<file path="src/rtl/qam_mapper.sv">
`default_nettype none
// ============================================================================
// Module   : qam_mapper
// Purpose  : Gray-coded QPSK / 16-QAM / 64-QAM mapper, 1-3 beats per symbol.
// Revision : 1.0
// ============================================================================
module qam_mapper #(
  parameter int OUT_W = 16,
  parameter int U4    = 23170,
  parameter int U16   = 10362,
  parameter int U64   = 4681
) (
  input  logic                    clk,
  input  logic                    rst,
  input  logic                    en,
  input  logic                    valid_rom,
  input  logic [1:0]              data_rom,
  input  logic [1:0]              mode,
  input  logic                    sym_sync,
  output logic                    valid_qam,
  output logic signed [OUT_W-1:0] i,
  output logic signed [OUT_W-1:0] q,
  output logic                    frag
);

  localparam int              c_PW     = OUT_W + 3;
  localparam logic [1:0]      c_QPSK   = 2'b00;
  localparam logic [1:0]      c_QAM16  = 2'b01;
  localparam logic [1:0]      c_QAM64  = 2'b10;
  localparam logic [c_PW-1:0] c_U4     = c_PW'(U4);
  localparam logic [c_PW-1:0] c_U16    = c_PW'(U16);
  localparam logic [c_PW-1:0] c_U64    = c_PW'(U64);
  localparam logic [c_PW-1:0] c_MAX    = {4'b0000, {(OUT_W-1){1'b1}}};

  logic [1:0]      r_beat_cnt;
  logic [1:0]      r_mode;
  logic            r_si, r_sq, r_mi, r_mq;

  logic            w_accept, w_beat0, w_resync, w_last;
  logic [1:0]      w_mode, w_idx, w_last_idx;
  logic            w_si, w_sq;
  logic [2:0]      w_lvl_i, w_lvl_q;
  logic [c_PW-1:0] w_unit;

  // Gray magnitude for 64-QAM: {msb,lsb} 00->7, 01->5, 11->3, 10->1
  function automatic logic [2:0] f_lvl64(input logic msb, input logic lsb);
    case ({msb, lsb})
      2'b00:   return 3'd7;
      2'b01:   return 3'd5;
      2'b11:   return 3'd3;
      default: return 3'd1;
    endcase
  endfunction

  function automatic logic [OUT_W-1:0] f_point(input logic neg, input logic [2:0] lvl,
                                               input logic [c_PW-1:0] unit);
    logic [c_PW-1:0] prod;
    logic [c_PW-1:0] mag;
    prod = {{(c_PW-3){1'b0}}, lvl} * unit;
    mag  = (prod > c_MAX) ? c_MAX : prod;
    if (neg) mag = -mag;
    return mag[OUT_W-1:0];
  endfunction

  always_comb begin
    w_accept   = en & valid_rom;
    w_resync   = w_accept & sym_sync & (r_beat_cnt != 2'd0);
    w_beat0    = w_accept & ((r_beat_cnt == 2'd0) | sym_sync);
    w_mode     = r_mode;
    if (w_beat0) w_mode = (mode == 2'b11) ? c_QPSK : mode;
    w_idx      = w_beat0 ? 2'd0 : r_beat_cnt;
    w_last_idx = (w_mode == c_QAM64) ? 2'd2 : (w_mode == c_QAM16) ? 2'd1 : 2'd0;
    w_last     = w_accept & (w_idx == w_last_idx);
    // The sign beat is the current one only for QPSK
    w_si       = (w_idx == 2'd0) ? data_rom[1] : r_si;
    w_sq       = (w_idx == 2'd0) ? data_rom[0] : r_sq;
    w_lvl_i    = 3'd1;
    w_lvl_q    = 3'd1;
    w_unit     = c_U4;
    case (w_mode)
      c_QAM16: begin
        w_lvl_i = data_rom[1] ? 3'd1 : 3'd3;
        w_lvl_q = data_rom[0] ? 3'd1 : 3'd3;
        w_unit  = c_U16;
      end
      c_QAM64: begin
        w_lvl_i = f_lvl64(r_mi, data_rom[1]);
        w_lvl_q = f_lvl64(r_mq, data_rom[0]);
        w_unit  = c_U64;
      end
      default: ;
    endcase
  end

  always_ff @(posedge clk or posedge rst) begin
    if (rst) begin
      r_beat_cnt <= 2'd0;
      r_mode     <= c_QPSK;
      r_si       <= 1'b0;
      r_sq       <= 1'b0;
      r_mi       <= 1'b0;
      r_mq       <= 1'b0;
      valid_qam  <= 1'b0;
      frag       <= 1'b0;
      i          <= '0;
      q          <= '0;
    end else begin
      valid_qam <= w_last;
      frag      <= w_resync;
      if (w_accept) begin
        if (w_beat0) r_mode <= w_mode;
        if (w_last) begin
          r_beat_cnt <= 2'd0;
          i          <= f_point(w_si, w_lvl_i, w_unit);
          q          <= f_point(w_sq, w_lvl_q, w_unit);
        end else begin
          r_beat_cnt <= w_idx + 2'd1;
        end
        if (w_idx == 2'd0) begin
          r_si <= data_rom[1];
          r_sq <= data_rom[0];
        end
        if (w_idx == 2'd1) begin
          r_mi <= data_rom[1];
          r_mq <= data_rom[0];
        end
      end
    end
  end

endmodule
`default_nettype wire

</file>
<file path="config.mk">
export PLATFORM = sky130hd
export DESIGN_NAME = qam_mapper
export DESIGN_NICKNAME = d
export VERILOG_FILES = /design/src/rtl/qam_mapper.sv
export SDC_FILE = /design/constraint.sdc
export NUM_CORES = 1
export LEC_CHECK = 0
export BUFFER_PORTS_ARGS = -buffer_cell sky130_fd_sc_hd__buf_4
export CAP_MARGIN = 30
export CORE_ASPECT_RATIO = 1.1
export CORE_MARGIN = 4
export CORE_UTILIZATION = 38
export CTS_CLUSTER_SIZE = 40
export DETAILED_ROUTE_END_ITERATION = 7
export REMOVE_ABC_BUFFERS = 1
export SLEW_MARGIN = 5
export SYNTH_ARGS = -nofsm -noshare
export SYNTH_HDL_FRONTEND = slang
export SYNTH_SLANG_ARGS = --single-unit
</file>
<file path="constraint.sdc">
create_clock -name clk -period 7.3 [get_ports clk]
set_input_delay 2.19 -clock clk [delete_from_list [all_inputs] [get_ports clk]]
set_output_delay 2.19 -clock clk [all_outputs]
set_load 0.01 [all_outputs]
</file>
==> impl_metrics.env, run 1 <==
export IMPL_start_kind="input port"
export IMPL_met3_usage=0.0249
export IMPL_core_rowCount=39
export IMPL_hold_viol_final=0
export IMPL_stdcell_count=682
export IMPL_switching_share=0.435
export IMPL_setup_violations=0
export IMPL_synth_edf_count=0
export IMPL_final_nets=602
export IMPL_grt_total_usage=0.162
export IMPL_grt_use_met2=0.296
export IMPL_clockBufferDepth=2
export IMPL_clkSinkCount=39
export IMPL_ys_ff_latch=39
export IMPL_synth_avg_cell_area_um2=8.32
export IMPL_busiest_layer="met2"
export IMPL_status="complete, no violations"
export IMPL_relSlewSlack=0.365
export IMPL_cap_violations=0
export IMPL_antenna_cells=0
export IMPL_clk_latency_ns=0.28
export IMPL_root_buffer="clkbuf_16"
export IMPL_ctsHoldBuffers=0
export IMPL_clkTransAtPathRegs_ns=0.06
export IMPL_dpl_hpwl_mm=7.98
export IMPL_internal_power_uw=968
export IMPL_drive_above_1_share=0.189
export IMPL_stdcell_area_um2=4840
export IMPL_postRouteAntennaNets=0
export IMPL_p_leak_uw=0.00231
export IMPL_die_y_um=117
export IMPL_synth_async_reset_ratio=1.00
export IMPL_clock_power_share=0.165
export IMPL_die_area_um2=12400
export IMPL_detail_route_wl_per_cell_um=14.7
export IMPL_crit_family="compound AO/OA/AOI/OAI gates"
export IMPL_syn_inst=489
export IMPL_cp_cell_sequence="buf_4, and2_1, o21ai_0, buf_4, o21ai_0, ha_1, buf_4, buf_4, nor3_2, fa_1, ha_1, o2111ai_1, o21a_1, a21oi_2, nor2_1, ha_1, and3_1, nand3_1, o41ai_2, xor2_1, o21ai_1"
export IMPL_grt_overflow=0
export IMPL_postRouteWirelength_mm=10.0
export IMPL_hold_ws_ns=0.476
export IMPL_cts_tree="built"
export IMPL_pwr_share_seq=0.209
export IMPL_synth_ff_type="dfrtp_1"
export IMPL_worst_path_max_fanout=12
export IMPL_final_common_cell="buf_4"
export IMPL_final_cell_mix="buf_4, nand2_1, ha_1, nor2_1, dfrtp_1"
export IMPL_gr_usage_met1=0.199
export IMPL_path_buf_inv=4
export IMPL_grt_max_degree=40
export IMPL_drc_errors=0
export IMPL_worstPathArrival_ns=7.02
export IMPL_power_density_nw_per_um2=354
export IMPL_slowest_stage="fa_1"
export IMPL_min_period_ns=6.87
export IMPL_gp_congestion=0.923
export IMPL_drt_iter0_markers=131
export IMPL_switchingPower_uw=746
export IMPL_port_buffers=42
export IMPL_combPwrFrac=0.626
export IMPL_worstPathRequired_ns=7.45
export IMPL_min_period_over_period=0.942
export IMPL_syn_to_final_growth_pct=19.0
export IMPL_grt_pass1_wl_mm=16.4
export IMPL_start_util=0.390
export IMPL_slew_viol_final=0
export IMPL_critPathMaxStageDelay_ns=0.48
export IMPL_cts_htree_levels=2
export IMPL_dp_cells=674
export IMPL_ios=43
export IMPL_antenna_found_initial=0
export IMPL_placed_area_um2=4610
export IMPL_hold_path_class="flop to flop"
export IMPL_endpoint_kind="flop"
export IMPL_seq_area_frac_synth=0.240
export IMPL_path_class="input port to flop"
export IMPL_synth_distinct_cells=69
export IMPL_die_w_um=107
export IMPL_irDropWorstVdd_mv=0.179
export IMPL_yosysWarnings=0
export IMPL_crit_path_frequent_cell="buf_4"
export IMPL_worst_pin_slew_ns=0.926
export IMPL_numCtsBuffers=5
export IMPL_via_per_inst=5.32
export IMPL_core_um2=10400
export IMPL_fin_util=0.464
export IMPL_firstDrtPassIters=4
export IMPL_grt_pass1_vias=3469
export IMPL_fmax_mhz=145
export IMPL_fin_skew_ns=0.00462
export IMPL_syn_area_um2=4070
export IMPL_vias=3625
-- worst register-to-register path, delay by kind of cell, from the launching register on --
| kind | cells | cell delay (ns) |
|---|---|---|
| buf+inv | 3 | 0.61 |
| xor+xnor | 1 | 0.18 |
| flops | 1 | 0.39 |
| simple gates | 5 | 1.05 |
| compound gates | 7 | 1.53 |
| fa+ha+maj | 4 | 1.46 |
-- cell families (layout without fill, tap and decap cells) --
kind of cell,Yosys count,count (layout),share of synthesized area
compound gates,140,140,0.240
buf+inv,49,95,0.0557
fa+ha+maj,55,55,0.182
xor+xnor,34,34,0.0732
simple gates,167,167,0.198
flops,39,39,0.240
mux,4,4,0.0105
other cells,1,5,0.000922
-- power by group through the flow --
stage | clock [uW] | combinational (uW) | sequential (uW)
floorplan | 0 | 675 | 396
global placement | 0 | 1050 | 361
detailed placement | 0 | 1060 | 364
CTS | 289 | 1070 | 360
global route | 299 | 1200 | 373
finish | 282 | 1070 | 358
-- area by class of cell --
type / count / area, um^2
fillers: 1068 / 5600
multi-input cells: 405 / 2930
flip-flops and latches: 39 / 976
repair buffers: 65 / 488
well taps: 143 / 179
clock buffers: 6 / 129
inverters: 22 / 82.6
clock inverters: 2 / 60.1
-- worst paths after layout --
kind,from,endpoint,slack (ns),depth (start not counted)
min in group asynchronous,rst,q[6],2.03,3
max reg2reg,r_beat_cnt[1],q[14],1.99,20
min reg2reg,q[1],q[1],0.48,1
max in group asynchronous,rst,i[8],4.91,3
min,q[1],q[1],0.48,1
max,en,q[14],0.43,21
-- per-layer routing --
layer  part of all wire  up-vias
li1                   -     1842
met1               0.45     1713
met2               0.51       60
met3              0.034       10
met4              0.012        0
met5                  0        -
-- sequential cells by signal, indices dropped and copies added, names as in the netlist --
| name | cells |
|---|---|
| q | 15 |
| i | 14 |
| r_beat_cnt | 2 |
| r_mode | 2 |
| frag | 1 |
| r_mi | 1 |
| r_mq | 1 |
| r_si | 1 |
| r_sq | 1 |
| valid_qam | 1 |
-- stage by stage --
stage | setup WS [ns] | power (uW) | TNS, ns
after floorplan | -0.535 | 1070 | -2.44
after global placement | 0.0794 | 1410 | 0
after detailed placement | -0.114 | 1430 | -0.336
after CTS | 0.135 | 1720 | 0
after global routing | -0.0114 | 1870 | -0.0114
final | 0.426 | 1710 | 0
-- cell usage after synthesis, types with 3 or more instances --
master     instances  area, um^2
nand2_1           56         210
ha_1              48         601
nor2_1            41         154
dfrtp_1           39         976
o21ai_0           35         175
inv_1             21        78.8
a21oi_1           20         100
xnor2_1           18         158
xor2_1            16         140
nor3_1            15        75.1
o21a_1            13        97.6
clkbuf_1          11        41.3
nand2b_1          10        62.6
o31ai_1           10        75.1
nand3_1            8        40.0
o21ai_1            8        40.0
fa_1               7         140
and2_1             6        37.5
o22ai_1            6        37.5
a211oi_1           5        37.5
a21o_1             5        37.5
buf_1              5        18.8
buf_2              4        20.0
buf_4              4        30.0
nand4_1            4        25.0
or3_1              4        25.0
and3_1             3        18.8
buf_6              3        33.8
nand3b_1           3        22.5
o2111ai_1          3        26.3
o21bai_1           3        22.5
o41ai_1            3        26.3
-- timing repair --
action	CTS	global route
setup buffers	0	0
gates resized for setup	0	11
endpoints found under the setup margin	0	6
endpoints found under the hold margin	0	0
Note: power is estimated with default switching activity, not from simulation.
==> run 2, diff against run 1 <==
--- a/config.mk
+++ b/config.mk
@@ -12,7 +12,10 @@
 export CORE_UTILIZATION = 38
 export CTS_CLUSTER_SIZE = 40
 export DETAILED_ROUTE_END_ITERATION = 7
+export GPL_TIMING_DRIVEN = 0
 export REMOVE_ABC_BUFFERS = 1
+export SETUP_SLACK_MARGIN = 0.05
+export SKIP_LAST_GASP = 1
 export SLEW_MARGIN = 5
 export SYNTH_ARGS = -nofsm -noshare
 export SYNTH_HDL_FRONTEND = slang
==> impl_metrics.env, run 2 (synthesis gave the netlist of run 1 again) <==
export IMPL_worst_slack_ns=0.362
export IMPL_fmax_mhz=144
export IMPL_p_leak_uw=0.00231
export IMPL_irDropWorstVdd_mv=0.143
export IMPL_via_per_inst=5.35
export IMPL_cts_tree="built"
export IMPL_drive_above_1_share=0.216
export IMPL_hold_viol_final=0
export IMPL_min_path_cells=2
export IMPL_detail_route_wl_per_cell_um=14.3
export IMPL_ctsHoldBuffers=0
export IMPL_cap_violations=0
export IMPL_largest_reg_flops=15
export IMPL_worst_path_max_fanout=12
export IMPL_critPathMaxStageDelay_ns=0.45
export IMPL_path_class="input port to flop"
export IMPL_clkTransAtPathRegs_ns=0.06
export IMPL_core_um2=10400
export IMPL_status="complete, no violations"
export IMPL_antenna_found_initial=0
export IMPL_port_buffers=42
export IMPL_start_util=0.390
export IMPL_final_cell_mix="nand2_1, buf_4, ha_1, dfrtp_1, nor2_1"
export IMPL_worstPathArrival_ns=7.12
export IMPL_postRouteAntennaNets=0
export IMPL_root_buffer="clkbuf_16"
export IMPL_final_nets=595
export IMPL_min_period_ns=6.94
export IMPL_worstPathRequired_ns=7.48
export IMPL_grt_overflow=0
export IMPL_rsz0062_at_grt="no"
export IMPL_worst_pin_slew_ns=0.986
export IMPL_core_rowCount=39
export IMPL_die_y_um=117
export IMPL_hold_ws_ns=0.476
export IMPL_clkSinkCount=39
export IMPL_ios=43
export IMPL_drc_errors=0
export IMPL_reg2regPathDepth=23
export IMPL_grt_total_usage=0.151
export IMPL_dp_cells=652
export IMPL_syn_to_final_growth_pct=22.0
export IMPL_gp_congestion=0.866
export IMPL_grt_pass1_vias=3377
export IMPL_fin_skew_ns=0.00535
export IMPL_antenna_cells=0
export IMPL_firstDrtPassIters=4
export IMPL_clockBufferDepth=2
export IMPL_min_period_over_period=0.950
export IMPL_grt_pass1_wl_mm=15.5
export IMPL_grt_max_degree=40
export IMPL_start_kind="input port"
export IMPL_slew_viol_final=0
export IMPL_setup_violations=0
export IMPL_numCtsBuffers=5
export IMPL_dp_slack_ns=-1.93
export IMPL_die_w_um=107
export IMPL_relSlewSlack=0.324
export IMPL_cts_htree_levels=2
export IMPL_dpl_hpwl_mm=7.16
export IMPL_fin_total_pwr_uw=1760
export IMPL_hold_path_class="flop to flop"
export IMPL_clk_latency_ns=0.28
export IMPL_vias=3612
export IMPL_slowest_stage="fa_1"
export IMPL_top_regs="q x15, i x14"
export IMPL_fin_util=0.475
export IMPL_die_area_um2=12400
export IMPL_power_density_nw_per_um2=355
export IMPL_endpoint_kind="flop"
export IMPL_top_register="q"
export IMPL_drt_iter0_markers=167
export IMPL_postRouteWirelength_mm=9.64
export IMPL_stdcell_count=675
==> run 2: cell types whose count changed in the layout (fill, tap and decap cells not counted), sizes merged <==
| cell | previous run | this run |
|---|---|---|
| buf | 65 | 58 |
==> run 2: where the power goes <==
group	internal, uW	total (uW)	leakage [uW]	switching, uW
logic	498	1120	0.00173	622
registers	308	359	0.000487	50.3
clock network	196	284	0.0000911	87.9
==> run 2: worst paths after layout <==
path	from	to	slack (ns)
max	en	i[14]	0.36
min	q[7]	q[7]	0.48
max reg2reg	r_beat_cnt[1]	i[14]	2.06
min reg2reg	q[7]	q[7]	0.48
max in group asynchronous	rst	i[12]	4.72
min in group asynchronous	rst	q[0]	2.07
==> run 2: layer usage <==
layer,wire (um),part of all wire,vias up,track usage
met3,311,0.032,14,0.0260
met5,0,0,-,0
met4,133,0.014,0,0.0401
li1,-,-,1820,-
met2,4880,0.51,60,0.276
met1,4320,0.45,1718,0.183
==> run 2: layout make-up <==
type                    count  area (um^2)
fillers                  1032         5480
multi-input cells         405         3060
flip-flops and latches     39          976
repair buffers             58          472
well taps                 143          179
clock buffers               6          129
inverters                  22         87.6
clock inverters             2         60.1
==> run 2: critical path, delay by kind of cell <==
kind / cells / cell delay [ns]
AOI/OAI and AO/OA: 6 / 1.17
adders and majority gates: 4 / 1.28
and+or+nand+nor: 10 / 1.78
buffers and inverters: 4 / 0.51
xor gates and xnor gates: 1 / 0.17
==> run 2: what timing repair did <==
action | CTS | global route
endpoints found under the setup margin | 24 | 11
buffers inserted | 1 | 13
pin swaps | 3 | 6
resized for setup | 24 | 20
==> run 2: per-stage QoR <==
step                      TNS [ns]  cell area [um^2]
final                            0              4960
after CTS                        0              4770
after floorplan              -2.44              3940
after global placement      -25.17              4430
after detailed placement    -27.71              4470
after global routing             0              4960
